<file path="src/rtl/onehot_bank_drain_pkg.sv">
// Shared defaults, FSM encoding and strobe-shape helper for the one-hot register bank drain.
package onehot_bank_drain_pkg;

   localparam int NSLOT_DEF = 4;
   localparam int WIDTH_DEF = 4;

   typedef enum logic {
      IDLE    = 1'b0,
      PRESENT = 1'b1
   } state_t;

   // True when exactly one bit is set; callers zero-extend their strobe to 32 bits.
   function automatic logic is_onehot(input logic [31:0] v);
      return (v != 32'd0) && ((v & (v - 32'd1)) == 32'd0);
   endfunction

endpackage

</file>
<file path="src/rtl/onehot_bank_drain_if.sv">
// Strobe-write and valid/ready readout signals of the one-hot register bank.
interface onehot_bank_drain_if #(
   parameter int NSLOT = 4,
   parameter int WIDTH = 4
);
   logic [NSLOT-1:0]         wr_sel;
   logic [WIDTH-1:0]         wr_data;
   logic                     rd_valid;
   logic                     rd_ready;
   logic [WIDTH-1:0]         rd_data;
   logic [$clog2(NSLOT)-1:0] rd_slot;
   logic                     overrun;
   logic                     sel_err;

   modport master (
      output wr_sel, wr_data, rd_ready,
      input  rd_valid, rd_data, rd_slot, overrun, sel_err
   );

   modport slave (
      input  wr_sel, wr_data, rd_ready,
      output rd_valid, rd_data, rd_slot, overrun, sel_err
   );
endinterface

</file>
<file path="src/rtl/onehot_bank_drain_rr_pick.sv">
// Round-robin finder: first set bit of fresh searching last+1, last+2, ... modulo NSLOT.
module onehot_bank_drain_rr_pick
   import onehot_bank_drain_pkg::*;
#(
   parameter int NSLOT = NSLOT_DEF,
   localparam int SW   = $clog2(NSLOT)
) (
   input  logic [NSLOT-1:0] fresh,
   input  logic [SW-1:0]    last,
   output logic             found,
   output logic [SW-1:0]    idx
);

   int          j;
   logic [SW-1:0] cand;

   always_comb begin
      found = 1'b0;
      idx   = '0;
      j     = 0;
      cand  = '0;
      for (int k = 1; k <= NSLOT; k++) begin
         j    = (int'(last) + k) % NSLOT;
         cand = SW'(j);
         if (!found && fresh[cand]) begin
            found = 1'b1;
            idx   = cand;
         end
      end
   end

endmodule

</file>
<file path="src/rtl/onehot_bank_drain.sv">
// One-hot strobed register bank drained round-robin over a valid/ready port.
//  state   | meaning
//  IDLE    | nothing presented; load the next fresh slot as soon as one exists
//  PRESENT | rd_data/rd_slot held valid until the consumer accepts
module onehot_bank_drain
   import onehot_bank_drain_pkg::*;
#(
   parameter int NSLOT = NSLOT_DEF,
   parameter int WIDTH = WIDTH_DEF
) (
   input logic              clk,
   input logic              rst_n,
   onehot_bank_drain_if.slave bus
);

   localparam int SW = $clog2(NSLOT);

   state_t           state, state_nxt;
   logic [WIDTH-1:0] slots [NSLOT];
   logic [NSLOT-1:0] fresh;
   logic [SW-1:0]    last;
   logic             found;
   logic [SW-1:0]    pick;
   logic             wr_ok, wr_bad, load_en;
   logic [NSLOT-1:0] load_mask;
   logic [WIDTH-1:0] rd_data_q;
   logic [SW-1:0]    rd_slot_q;
   logic             overrun_q, sel_err_q;

   assign wr_ok  = is_onehot(32'(bus.wr_sel));
   assign wr_bad = (|bus.wr_sel) && !wr_ok;

   onehot_bank_drain_rr_pick #(.NSLOT(NSLOT)) u_pick (
      .fresh (fresh),
      .last  (last),
      .found (found),
      .idx   (pick)
   );

   always_ff @(posedge clk or negedge rst_n) begin
      if (!rst_n) state <= IDLE;
      else        state <= state_nxt;
   end

   // Pick uses the registered fresh vector, so a same-edge write never affects this edge's choice.
   always_comb begin
      state_nxt = state;
      load_en   = 1'b0;
      case (state)
         IDLE: begin
            if (found) begin
               load_en   = 1'b1;
               state_nxt = PRESENT;
            end
         end
         PRESENT: begin
            if (bus.rd_ready) begin
               if (found) load_en   = 1'b1;
               else       state_nxt = IDLE;
            end
         end
         default: state_nxt = IDLE;
      endcase
   end

   assign load_mask = load_en ? (NSLOT'(1) << pick) : '0;

   // Clear-then-set: a slot loaded and rewritten on the same edge stays fresh with the new value.
   always_ff @(posedge clk or negedge rst_n) begin
      if (!rst_n) begin
         for (int i = 0; i < NSLOT; i++) slots[i] <= '0;
         fresh     <= '0;
         last      <= SW'(NSLOT - 1);
         rd_data_q <= '0;
         rd_slot_q <= '0;
         overrun_q <= 1'b0;
         sel_err_q <= 1'b0;
      end else begin
         for (int i = 0; i < NSLOT; i++) begin
            if (wr_ok && bus.wr_sel[i]) slots[i] <= bus.wr_data;
         end
         fresh <= (fresh & ~load_mask) | (wr_ok ? bus.wr_sel : '0);
         if (load_en) begin
            rd_data_q <= slots[pick];
            rd_slot_q <= pick;
            last      <= pick;
         end
         overrun_q <= wr_ok && (|(bus.wr_sel & fresh & ~load_mask));
         sel_err_q <= wr_bad;
      end
   end

   assign bus.rd_valid = (state == PRESENT);
   assign bus.rd_data  = rd_data_q;
   assign bus.rd_slot  = rd_slot_q;
   assign bus.overrun  = overrun_q;
   assign bus.sel_err  = sel_err_q;

endmodule

</file>
<file path="src/flat_wrapper.sv">
// flat-port wrapper written by rule: the top's interface ports become plain ports
module onehot_bank_drain_flat import onehot_bank_drain_pkg::*;
#(
   parameter int NSLOT = NSLOT_DEF,
   parameter int WIDTH = WIDTH_DEF
)
  (clk, rst_n, bus_wr_sel, bus_wr_data, bus_rd_ready, bus_rd_valid, bus_rd_data, bus_rd_slot, bus_overrun, bus_sel_err);
  onehot_bank_drain_if #(.NSLOT(NSLOT), .WIDTH(WIDTH)) bus_i ();
  input logic clk;
  input logic rst_n;
  input wire logic [$bits(bus_i.wr_sel)-1:0] bus_wr_sel;
  input wire logic [$bits(bus_i.wr_data)-1:0] bus_wr_data;
  input wire logic [$bits(bus_i.rd_ready)-1:0] bus_rd_ready;
  output wire logic [$bits(bus_i.rd_valid)-1:0] bus_rd_valid;
  output wire logic [$bits(bus_i.rd_data)-1:0] bus_rd_data;
  output wire logic [$bits(bus_i.rd_slot)-1:0] bus_rd_slot;
  output wire logic [$bits(bus_i.overrun)-1:0] bus_overrun;
  output wire logic [$bits(bus_i.sel_err)-1:0] bus_sel_err;
  assign bus_i.wr_sel = bus_wr_sel;
  assign bus_i.wr_data = bus_wr_data;
  assign bus_i.rd_ready = bus_rd_ready;
  assign bus_rd_valid = bus_i.rd_valid;
  assign bus_rd_data = bus_i.rd_data;
  assign bus_rd_slot = bus_i.rd_slot;
  assign bus_overrun = bus_i.overrun;
  assign bus_sel_err = bus_i.sel_err;
  onehot_bank_drain #(.NSLOT(NSLOT), .WIDTH(WIDTH)) u_core (.clk(clk), .rst_n(rst_n), .bus(bus_i));
endmodule
</file>
<file path="config.mk">
export PLATFORM = sky130hd
export DESIGN_NAME = onehot_bank_drain_flat
export DESIGN_NICKNAME = d
export VERILOG_FILES = /design/src/rtl/onehot_bank_drain_pkg.sv /design/src/rtl/onehot_bank_drain_if.sv /design/src/rtl/onehot_bank_drain_rr_pick.sv /design/src/rtl/onehot_bank_drain.sv /design/src/flat_wrapper.sv
export SDC_FILE = /design/constraint.sdc
export NUM_CORES = 1
export LEC_CHECK = 0
export CAP_MARGIN = 20
export CORE_ASPECT_RATIO = 1.75
export CORE_UTILIZATION = 50
export CTS_BUF_LIST = sky130_fd_sc_hd__clkbuf_16
export CTS_CLUSTER_DIAMETER = 80
export DETAILED_ROUTE_END_ITERATION = 12
export HOLD_SLACK_MARGIN = 0.05
export MAX_ROUTING_LAYER = met4
export PLACE_DENSITY_LB_ADDON = 0.05
export SLEW_MARGIN = 20
export SYNTH_ARGS = -nofsm -noshare
export SYNTH_HDL_FRONTEND = slang
export SYNTH_SLANG_ARGS = --single-unit
</file>
<file path="constraint.sdc">
create_clock -name clk -period 2 [get_ports clk]
set_input_delay 0.3 -clock clk [delete_from_list [all_inputs] [get_ports clk]]
set_output_delay 0.3 -clock clk [all_outputs]
set_load 0.02 [all_outputs]
</file>
Word-level counts from Yosys, hierarchy flattened
Index checks and enable logic that the tools add are counted.

Bits in registers: 31. Output and inout port bits: 9. Input port bits: 11. Word-level logic and storage cells: 74.

Reduce and logical (&&, ||, !) cells: 18. Shifts and indexed selects: 1. Add/sub/neg operators: 5. Magnitude comparators: 5. Multiplexer cells: 26. Bitwise gates (word level): 8.

Operators with widths (count): AND 4 x 32 -> 32 bit (1); logical NOT 32 bit (1); two-way mux 4 bit (4); AND 4 bit (3); less-than comparator 2 x 3 -> 1 bit, second input constant (4); two-way mux 1 bit (11); logical AND 1 bit (10); binary-select mux 1 bit (select 2 bit) (4); binary-select mux 4 bit (select 2 bit) (1); two-way mux 2 bit (4); OR reduction 4 bit (2); subtractor 4 x 1 -> 5 bit, second input constant (1); adder 2 x 1 -> 2 bit, second input constant (2); adder 2 bit, second input constant (2); logical NOT 1 bit (4); inverter 4 bit (1); bitwise OR 4 bit (1); case mux 1 bit (2 select lines) (2); nonzero test 4 bit (1); left shift 1 x 2 -> 4 bit, first input constant (1); greater-or-equal comparator 3 bit, second input constant (1); inverter 2 -> 3 bit (1); inverter 1 bit (1).

Logic depth before layout (Yosys ltp)
Gate-level depths: netlist of run 1.

Word-level depth: 21. Mapped depth: 7. Depth with buffers taken out: 6.

By module
Synthesis of run 1 repeated with hierarchy kept, for this count alone.

Cell total of the unflattened synthesis: 119. Area, all modules: 1522.7 um^2.

Modules (own cells, without submodules): onehot_bank_drain (area each 1431.4 um^2, cells an instance 105, instances 1, seq. area each 778.2 um^2); onehot_bank_drain_rr_pick (area each 91.3 um^2, cells an instance 14, instances 1, seq. area each 0.0 um^2).

Worst setup path after synthesis of run 1
OpenSTA, ideal clock, no wires.

Kind: register to register. Start: register u_core.last[1]. End: register u_core.overrun_q (netlist: u_core.bus.overrun). Period minus slack after synthesis: 1804 ps. Path buffers: 1. Path slack: 196 ps. Library setup time: 137 ps. Arrival: 1667 ps. Data required time: 1863 ps. Cell stages (with the launch flop): 7. Cell sequence: dfstp_2 nand2_1 a21boi_0 o221a_2 buf_2 o311ai_0 a31oi_1.

Cells in the longest elaborated chain, start to end: 21. Elaborated cells between the ends (all ways): 35. Classes of those cells: add/sub (4); shift (1); mux (20); bitwise (2); reduce/logical (8).

RTL lines: from (decl) (RTL line onehot_bank_drain.sv:21) `logic [SW-1:0] last;`; from (signal assigned) (RTL line onehot_bank_drain.sv:73) `last <= SW'(NSLOT - 1);`; from (signal assigned) (RTL line onehot_bank_drain.sv:86) `last <= pick;`; adder 2 x 1 -> 2 bit (RTL line onehot_bank_drain_rr_pick.sv:23) `j = (int'(last) + k) % NSLOT;`; binary-select mux 1 bit (select 2 bit) (RTL line onehot_bank_drain_rr_pick.sv:25) `if (!found && fresh[cand]) begin`; two-way mux 1 bit (implied by the code) (RTL line onehot_bank_drain_rr_pick.sv:25); two-way mux 1 bit (RTL line onehot_bank_drain_rr_pick.sv:25); logical NOT 1 bit (RTL line onehot_bank_drain_rr_pick.sv:25); logical AND 1 bit (RTL line onehot_bank_drain_rr_pick.sv:25); two-way mux 1 bit (RTL line onehot_bank_drain_rr_pick.sv:25); logical NOT 1 bit (RTL line onehot_bank_drain_rr_pick.sv:25); (+5 left out); two-way mux 1 bit (RTL line onehot_bank_drain.sv:51, onehot_bank_drain.sv:58); two-way mux 1 bit (RTL line onehot_bank_drain.sv:57) `if (bus.rd_ready) begin`; case mux 1 bit (2 select lines) (RTL line onehot_bank_drain.sv:49) `case (state)`; two-way mux 4 bit (*) (RTL line onehot_bank_drain.sv:66) `assign load_mask = load_en ? (NSLOT'(1) << pick) : '0;`; inverter 4 bit (*) (RTL line onehot_bank_drain.sv:88) `overrun_q <= wr_ok && (|(bus.wr_sel & fresh & ~load_mask));`; AND 4 bit (*) (RTL line onehot_bank_drain.sv:88); OR reduction 4 bit (*) (RTL line onehot_bank_drain.sv:88); logical AND 1 bit (*) (RTL line onehot_bank_drain.sv:88); to (signal assigned) (RTL line onehot_bank_drain.sv:88); to (decl) (RTL line onehot_bank_drain.sv:28) `logic overrun_q, sel_err_q;`.

Mark *: on every way between the ends. The rest lies on a longest branch, timed or not. The select of a mux whose other input is x is not followed. A chain may end at the register's enable or synchronous reset.

Worst setup path after layout of run 1
Ends and elaborated chain as after synthesis.

==> flow_metrics.env, run 1 <==
export IMPL_drive_gt1_share_pct=29.88
export IMPL_yosysTopAreaCellShare_pct=48.29
export IMPL_p_int_mw=2.079
export IMPL_gp_congestion=0.8068
export IMPL_cts_sinks=31
export IMPL_die_x_um=43.44
export IMPL_fin_setup_tns_ns=0
export IMPL_post_drt_via_cell_ratio=5.703
export IMPL_cts_setup_buffers=0
export IMPL_vias=1095
export IMPL_drt_total_wl_mm=3.109
export IMPL_dieArea_um2=3237
export IMPL_grt_pass1_vias=1130
export IMPL_power_density_nw_per_um2=1635
export IMPL_grt_total_usage_pct=23.22
export IMPL_cts_inserted_buffers=5
export IMPL_synth_area_leaders="dfrtp_1 48%, mux2_2 13%, mux2i_1 5.3%, nand2_1 4.2%, dfstp_2 3.5%"
export IMPL_path_max_fanout=12
export IMPL_fin_crit_sh_pct=93.16
export IMPL_outcome="finished, violations left"
export IMPL_root_buffer="clkbuf_16"
export IMPL_die_y_um=74.52
export IMPL_maxCapViolCount=0
export IMPL_path_class="reg -> reg"
export IMPL_path_clk_slew_ns=0.05
export IMPL_cts_max_level=2
export IMPL_routed_top_layer="met4"
export IMPL_drtIter0Drc=17
export IMPL_setup_viol=0
export IMPL_yosys_warnings=0
export IMPL_yosysTopAreaCell="dfrtp_1"
export IMPL_synthesis_instances=126
export IMPL_violations="design-rule violations"
export IMPL_grt_first_pass_wirelength_mm=5.057
export IMPL_dp_hpwl_mm=2.211
export IMPL_post_drt_wl_per_cell_um=16.19
export IMPL_p_switching_mw=1.131
export IMPL_num_io_pins=20
export IMPL_finalPower_mw=3.210
export IMPL_holdBufCountCts=0
export IMPL_core_area_um2=2895
export IMPL_dp_worst_setup_slack_ns=-0.09484
export IMPL_cts_tree="built"
export IMPL_hold_path_class="in -> async"
export IMPL_seq_power_share_pct=32.3
export IMPL_antenna_found_initial=0
export IMPL_worst_pin_slew_ns=0.4857
export IMPL_crit_arrival_ns=2.00
export IMPL_globalRouteOverflowTotal=0
export IMPL_diodes=0
export IMPL_synthToLayoutAreaGrowth_pct=30.64
export IMPL_syn_num_nets=137
export IMPL_grt_max_degree=32
export IMPL_wl_met1_mm=1.142
export IMPL_synth_cell_types=33
export IMPL_ys_ff_latch=31
export IMPL_fillerInstances=232
export IMPL_ant_nets=0
export IMPL_drc=2
export IMPL_syn_avg_cell_area_um2=11.93
export IMPL_fin_ws_ns=0.1369
export IMPL_fmax_mhz=536.7
export IMPL_p_comb_share_pct=46.2
export IMPL_irDropWorstVdd_v=0.0009801
export IMPL_worst_ep_required_time_ns=2.14
export IMPL_yosysSeqAreaShare_pct=51.79
export IMPL_clockBufferDepth=2
export IMPL_rows=26
export IMPL_route_met2_wl_mm=1.684
export IMPL_firstDrtPassIters=8
export IMPL_worst_setup_path_start_kind="flop"
export IMPL_wl_met3_um=106
export IMPL_multiInputGateArea_um2=693.2
export IMPL_power_share_clock_pct=21.5
export IMPL_initial_utilization_pct=51.90
export IMPL_p_leak_nw=0.8846
export IMPL_cp_end_kind="flop"
export IMPL_slew_headroom_pct=67.32
export IMPL_fin_nets=174
export IMPL_seqCellArea_um2=778.2
export IMPL_clock_latency_ns=0.27
export IMPL_skew_ns=0.007314
export IMPL_syn_cell_area_um2=1503
export IMPL_rsz0062_at_grt="false"
export IMPL_swShare_pct=35.23
export IMPL_min_period_ns=1.863
export IMPL_slew_violations=0
export IMPL_cts_resized=0
export IMPL_placement_io_buffers=19
export IMPL_hold_viol_final=0
[cells in the final DEF (no fill, tap or decap), types with 2 or more instances in the layout]
cell and instances:
nor2_1 4, mux2_2 17, a21oi_1 2, a21o_1 3, nand2b_1 2, buf_4 13, nand2_1 17, mux2_4 3
nor2b_1 4, dfrtp_1 29, mux2i_1 8, o21a_1 3, clkbuf_16 5, a31oi_1 2, inv_1 4, o21ai_0 5
clkdlybuf4s50_1 19, o21ai_2 5, dfstp_2 2
[path summary, 6_finish.rpt]
kind | from | endpoint | slack (ns) | cells after the start
min | rst_n | u_core.bus.rd_slot[0] | 0.43 | 2
min reg2reg | u_core.bus.rd_slot[1] | u_core.bus.rd_slot[1] | 0.47 | 2
min in group clk | u_core.bus.rd_slot[1] | u_core.bus.rd_slot[1] | 0.47 | 2
max | u_core.last[1] | u_core.bus.overrun | 0.14 | 5
max reg2reg | u_core.last[1] | u_core.bus.overrun | 0.14 | 5
max in group asynchronous | rst_n | u_core.last[1] | 1.24 | 2
[Yosys cell counts (all sizes together)]
library cell	count
dfrtp	29
mux2	20
nand2	17
o21ai	10
mux2i	8
nor2	4
nor2b	4
a21o	3
inv	3
o21a	3
a21oi	2
a31oi	2
buf	2
dfstp	2
nand2b	2
a21boi	1
a221oi	1
and2	1
and2b	1
clkbuf	1
maj3	1
nand3	1
nor3	1
nor4	1
o211ai	1
o221a	1
o22ai	1
o311ai	1
o31ai	1
xor2	1
[through the flow]
step                      cell area, um2  cells  util [%]  hold WS [ns]
after floorplan                     1503    126         -      0.004409
after global placement              1826    184     63.05        0.4603
after detailed placement            1826    184     63.05        0.4645
after CTS                           1963    192     67.80        0.4376
after global routing                1963    192     67.80        0.4612
final                               1963    192     67.80        0.4322
[power groups by stage]
stage	sequential [mW]	clock, mW	combinational, mW
floorplan	1.09	0	0.982
global placement	1.04	0	1.46
detailed placement	1.05	0	1.48
CTS	1.04	0.718	1.49
global route	1.07	0.739	1.61
finish	1.04	0.691	1.48
[worst max-delay path, cell delays in order, from the launching register on]
cell	delay (ns)
dfstp_2	0.58
nand2_1	0.11
a21boi_0	0.15
o221a_2	0.39
o311ai_1	0.36
a31oi_1	0.13
[cells by family after synthesis]
family	count (synthesis)	synth area share [%]
simple gates	32	9.741
xor+xnor	1	0.5830
compound gates	27	14.07
fa+ha+maj	1	0.6661
buf+inv	6	2.081
mux	28	21.07
flops	31	51.79
[cell type report]
| class | instances | share of cell area [%] |
|---|---|---|
| clock buffer | 5 | 6.373 |
| multi-input combinational | 89 | 35.31 |
| clock inverter | 3 | 0.6373 |
| sequential | 31 | 39.64 |
| timing repair buffer | 33 | 15.68 |
| inverter | 3 | 0.5736 |
| tap | 28 | 1.785 |
[registers in the layout, summed over array words and instances (netlist names)]
signal / cells
u_core.bus.overrun: 1
u_core.bus.rd_data: 4
u_core.bus.rd_slot: 2
u_core.bus.rd_valid: 1
u_core.bus.sel_err: 1
u_core.fresh: 4
u_core.last: 2
u_core.slots: 16
[routing by layer]
metal  vias to the layer above  GRT usage (%)
met2                        25          38.72
met3                        13          6.796
li1                        522              -
met1                       535          22.17
met5                         -              -
met4                         0          17.01
(Power assumes the default switching activity.)
==> run 2: changes to the inputs <==
--- a/config.mk
+++ b/config.mk
@@ -10,6 +10,7 @@
 export CORE_UTILIZATION = 50
 export CTS_BUF_LIST = sky130_fd_sc_hd__clkbuf_16
 export CTS_CLUSTER_DIAMETER = 80
+export CTS_CLUSTER_SIZE = 40
 export DETAILED_ROUTE_END_ITERATION = 12
 export HOLD_SLACK_MARGIN = 0.05
 export MAX_ROUTING_LAYER = met4
==> results of run 2 <==
Final layout, timing and power as in run 1 (identical DEF).
==> run 3: changes to the inputs <==
--- a/config.mk
+++ b/config.mk
@@ -7,7 +7,7 @@
 export LEC_CHECK = 0
 export CAP_MARGIN = 20
 export CORE_ASPECT_RATIO = 1.75
-export CORE_UTILIZATION = 50
+export CORE_UTILIZATION = 53
 export CTS_BUF_LIST = sky130_fd_sc_hd__clkbuf_16
 export CTS_CLUSTER_DIAMETER = 80
 export CTS_CLUSTER_SIZE = 40
==> run 3 against run 2 <==
Against the previous run: the run now ends clean; worst hold slack gained 0.0031 ns; critical path depth grew 1; via count is essentially flat; maximum frequency is essentially flat; global-route usage grew 1.2 points; utilization grew 6.2 points; routed wire length grew 2.1%; cell count shrank 0.52%; largest cell class unchanged.
==> flow_metrics.env, run 3 (synthesized netlist as in run 1, its figures left out) <==
export IMPL_drt_total_wl_mm=3.174
export IMPL_dieArea_um2=3061
export IMPL_fin_crit_sh_pct=93.20
export IMPL_slew_headroom_pct=71.40
export IMPL_r2r_end="u_core.bus.overrun"
export IMPL_grt_total_usage_pct=24.41
export IMPL_firstDrtPassIters=4
export IMPL_rows=25
export IMPL_cts_max_level=2
export IMPL_grt_first_pass_wirelength_mm=5.244
export IMPL_fmax_mhz=536.5
export IMPL_clock_latency_ns=0.28
export IMPL_cts_tree="built"
export IMPL_antenna_found_initial=0
export IMPL_gp_congestion=0.8432
export IMPL_mostFrequentLayoutCells="29 x dfrtp_1, 19 x clkdlybuf4s50_1, 17 x nand2_1, 17 x mux2_2, 13 x buf_4"
export IMPL_min_period_ns=1.864
export IMPL_r2r_slack_ns=0.14
export IMPL_diodes=0
export IMPL_cts_sinks=31
export IMPL_path_max_fanout=12
export IMPL_initial_utilization_pct=55.86
export IMPL_fillerInstances=204
export IMPL_die_x_um=42.25
export IMPL_drc=0
export IMPL_rr_worst_depth=6
export IMPL_globalRouteOverflowTotal=0
export IMPL_dp_hpwl_mm=2.336
export IMPL_placement_io_buffers=19
export IMPL_clockBufferDepth=2
export IMPL_irDropWorstVdd_v=0.0009349
export IMPL_outcome="completed"
export IMPL_cp_end_kind="flop"
export IMPL_top_register="u_core.slots"
export IMPL_seqCellArea_um2=778.2
export IMPL_hold_path_class="in -> async"
export IMPL_worst_pin_slew_ns=0.4251
export IMPL_crit_path_start="u_core.fresh[3]"
export IMPL_path_class="reg -> reg"
export IMPL_multiInputGateArea_um2=698.2
export IMPL_maxCapViolCount=0
export IMPL_p_leak_nw=0.8996
export IMPL_fin_nets=174
export IMPL_cts_setup_buffers=0
export IMPL_post_drt_via_cell_ratio=5.728
export IMPL_post_route_cell_area_um2=1992
export IMPL_die_y_um=72.44
export IMPL_final_util_pct=74.05
export IMPL_worst_ep_required_time_ns=2.14
export IMPL_synthToLayoutAreaGrowth_pct=32.56
export IMPL_skew_ns=0.007836
export IMPL_rsz0062_at_grt="true"
export IMPL_core_area_um2=2690
export IMPL_cts_resized=0
export IMPL_drtIter0Drc=16
export IMPL_grt_max_degree=32
export IMPL_slew_violations=0
export IMPL_holdBufCountCts=0
export IMPL_num_io_pins=20
export IMPL_fin_setup_tns_ns=0
export IMPL_setup_viol=0
export IMPL_root_buffer="clkbuf_16"
export IMPL_grt_pass1_vias=1146
export IMPL_post_drt_wl_per_cell_um=16.62
export IMPL_largest_register_ffs=16
export IMPL_cts_inserted_buffers=5
export IMPL_placed_area_um2=1824
export IMPL_layout_commonest_cell="dfrtp_1"
export IMPL_worst_setup_path_start_kind="flop"
export IMPL_hold_viol_final=0
export IMPL_drive_gt1_share_pct=30.49
export IMPL_vias=1094
export IMPL_timing_rr_start="u_core.fresh[3]"
export IMPL_power_density_nw_per_um2=1680
export IMPL_path_clk_slew_ns=0.05
export IMPL_crit_arrival_ns=2.00
export IMPL_worstSetupEndpoint="u_core.bus.overrun"
export IMPL_ant_nets=0
run 3: changes by cell type in the layout (fill, tap and decap cells not counted), sizes merged:
cell | before | now
inv | 4 | 5
clkinv | 2 | 0
bufinv | 0 | 1
run 3: report_power, final:
group	switching [mW]	internal [mW]
clock	0.249	0.576
sequential	0.184	0.857
combinational	0.705	0.775
run 3: layer usage:
metal  part of all wire [%]  GRT usage (%)  wire length, um
met4                    2.1          10.42               68
met2                     58          44.79             1856
met3                    3.2          6.716              100
met1                     36          23.13             1149
met5                      0              -                0
run 3: cell type report:
| cell class | instances | share of cell area (%) |
|---|---|---|
| sequential | 31 | 39.07 |
| timing repair buffer | 33 | 15.45 |
| clock inverter | 3 | 1.884 |
| multi-input combinational | 89 | 35.05 |
| inverter | 3 | 0.5653 |
| tap | 27 | 1.696 |
| clock buffer | 5 | 6.281 |
run 3: how the worst min path moves through the flow:
| stage | endpoint | slack, ns | cells after the start |
|---|---|---|---|
| final | u_core.bus.overrun | 0.44 | 2 |
| after global routing | u_core.bus.rd_slot[0] | 0.47 | 2 |
| after CTS | u_core.bus.rd_valid | 0.44 | 2 |
| after detailed placement | u_core.bus.rd_data[1] | 0.47 | 2 |
| after global placement | u_core.bus.rd_data[1] | 0.46 | 2 |
| after floorplan | u_core.bus.overrun | 0.004 | 0 |
run 3: worst max-delay path, stage by stage (launching register included):
cell and delay, ns:
dfrtp_1 0.45, nand2_1 0.16, a21boi_0 0.22, o221a_2 0.43, nand2_1 0.16, o22ai_1 0.19, a31oi_1 0.11
run 3: per-stage QoR:
stage / hold slack, ns / worst slack (ns) / std cells / power (mW)
after CTS: 0.4444 / 0.07527 / 191 / 3.377
final: 0.4353 / 0.1361 / 191 / 3.346
after floorplan: 0.004409 / 0.1962 / 126 / 2.069
after global routing: 0.4689 / -0.004368 / 191 / 3.537
after detailed placement: 0.4710 / -0.1395 / 183 / 2.537
after global placement: 0.4626 / -0.02847 / 183 / 2.485
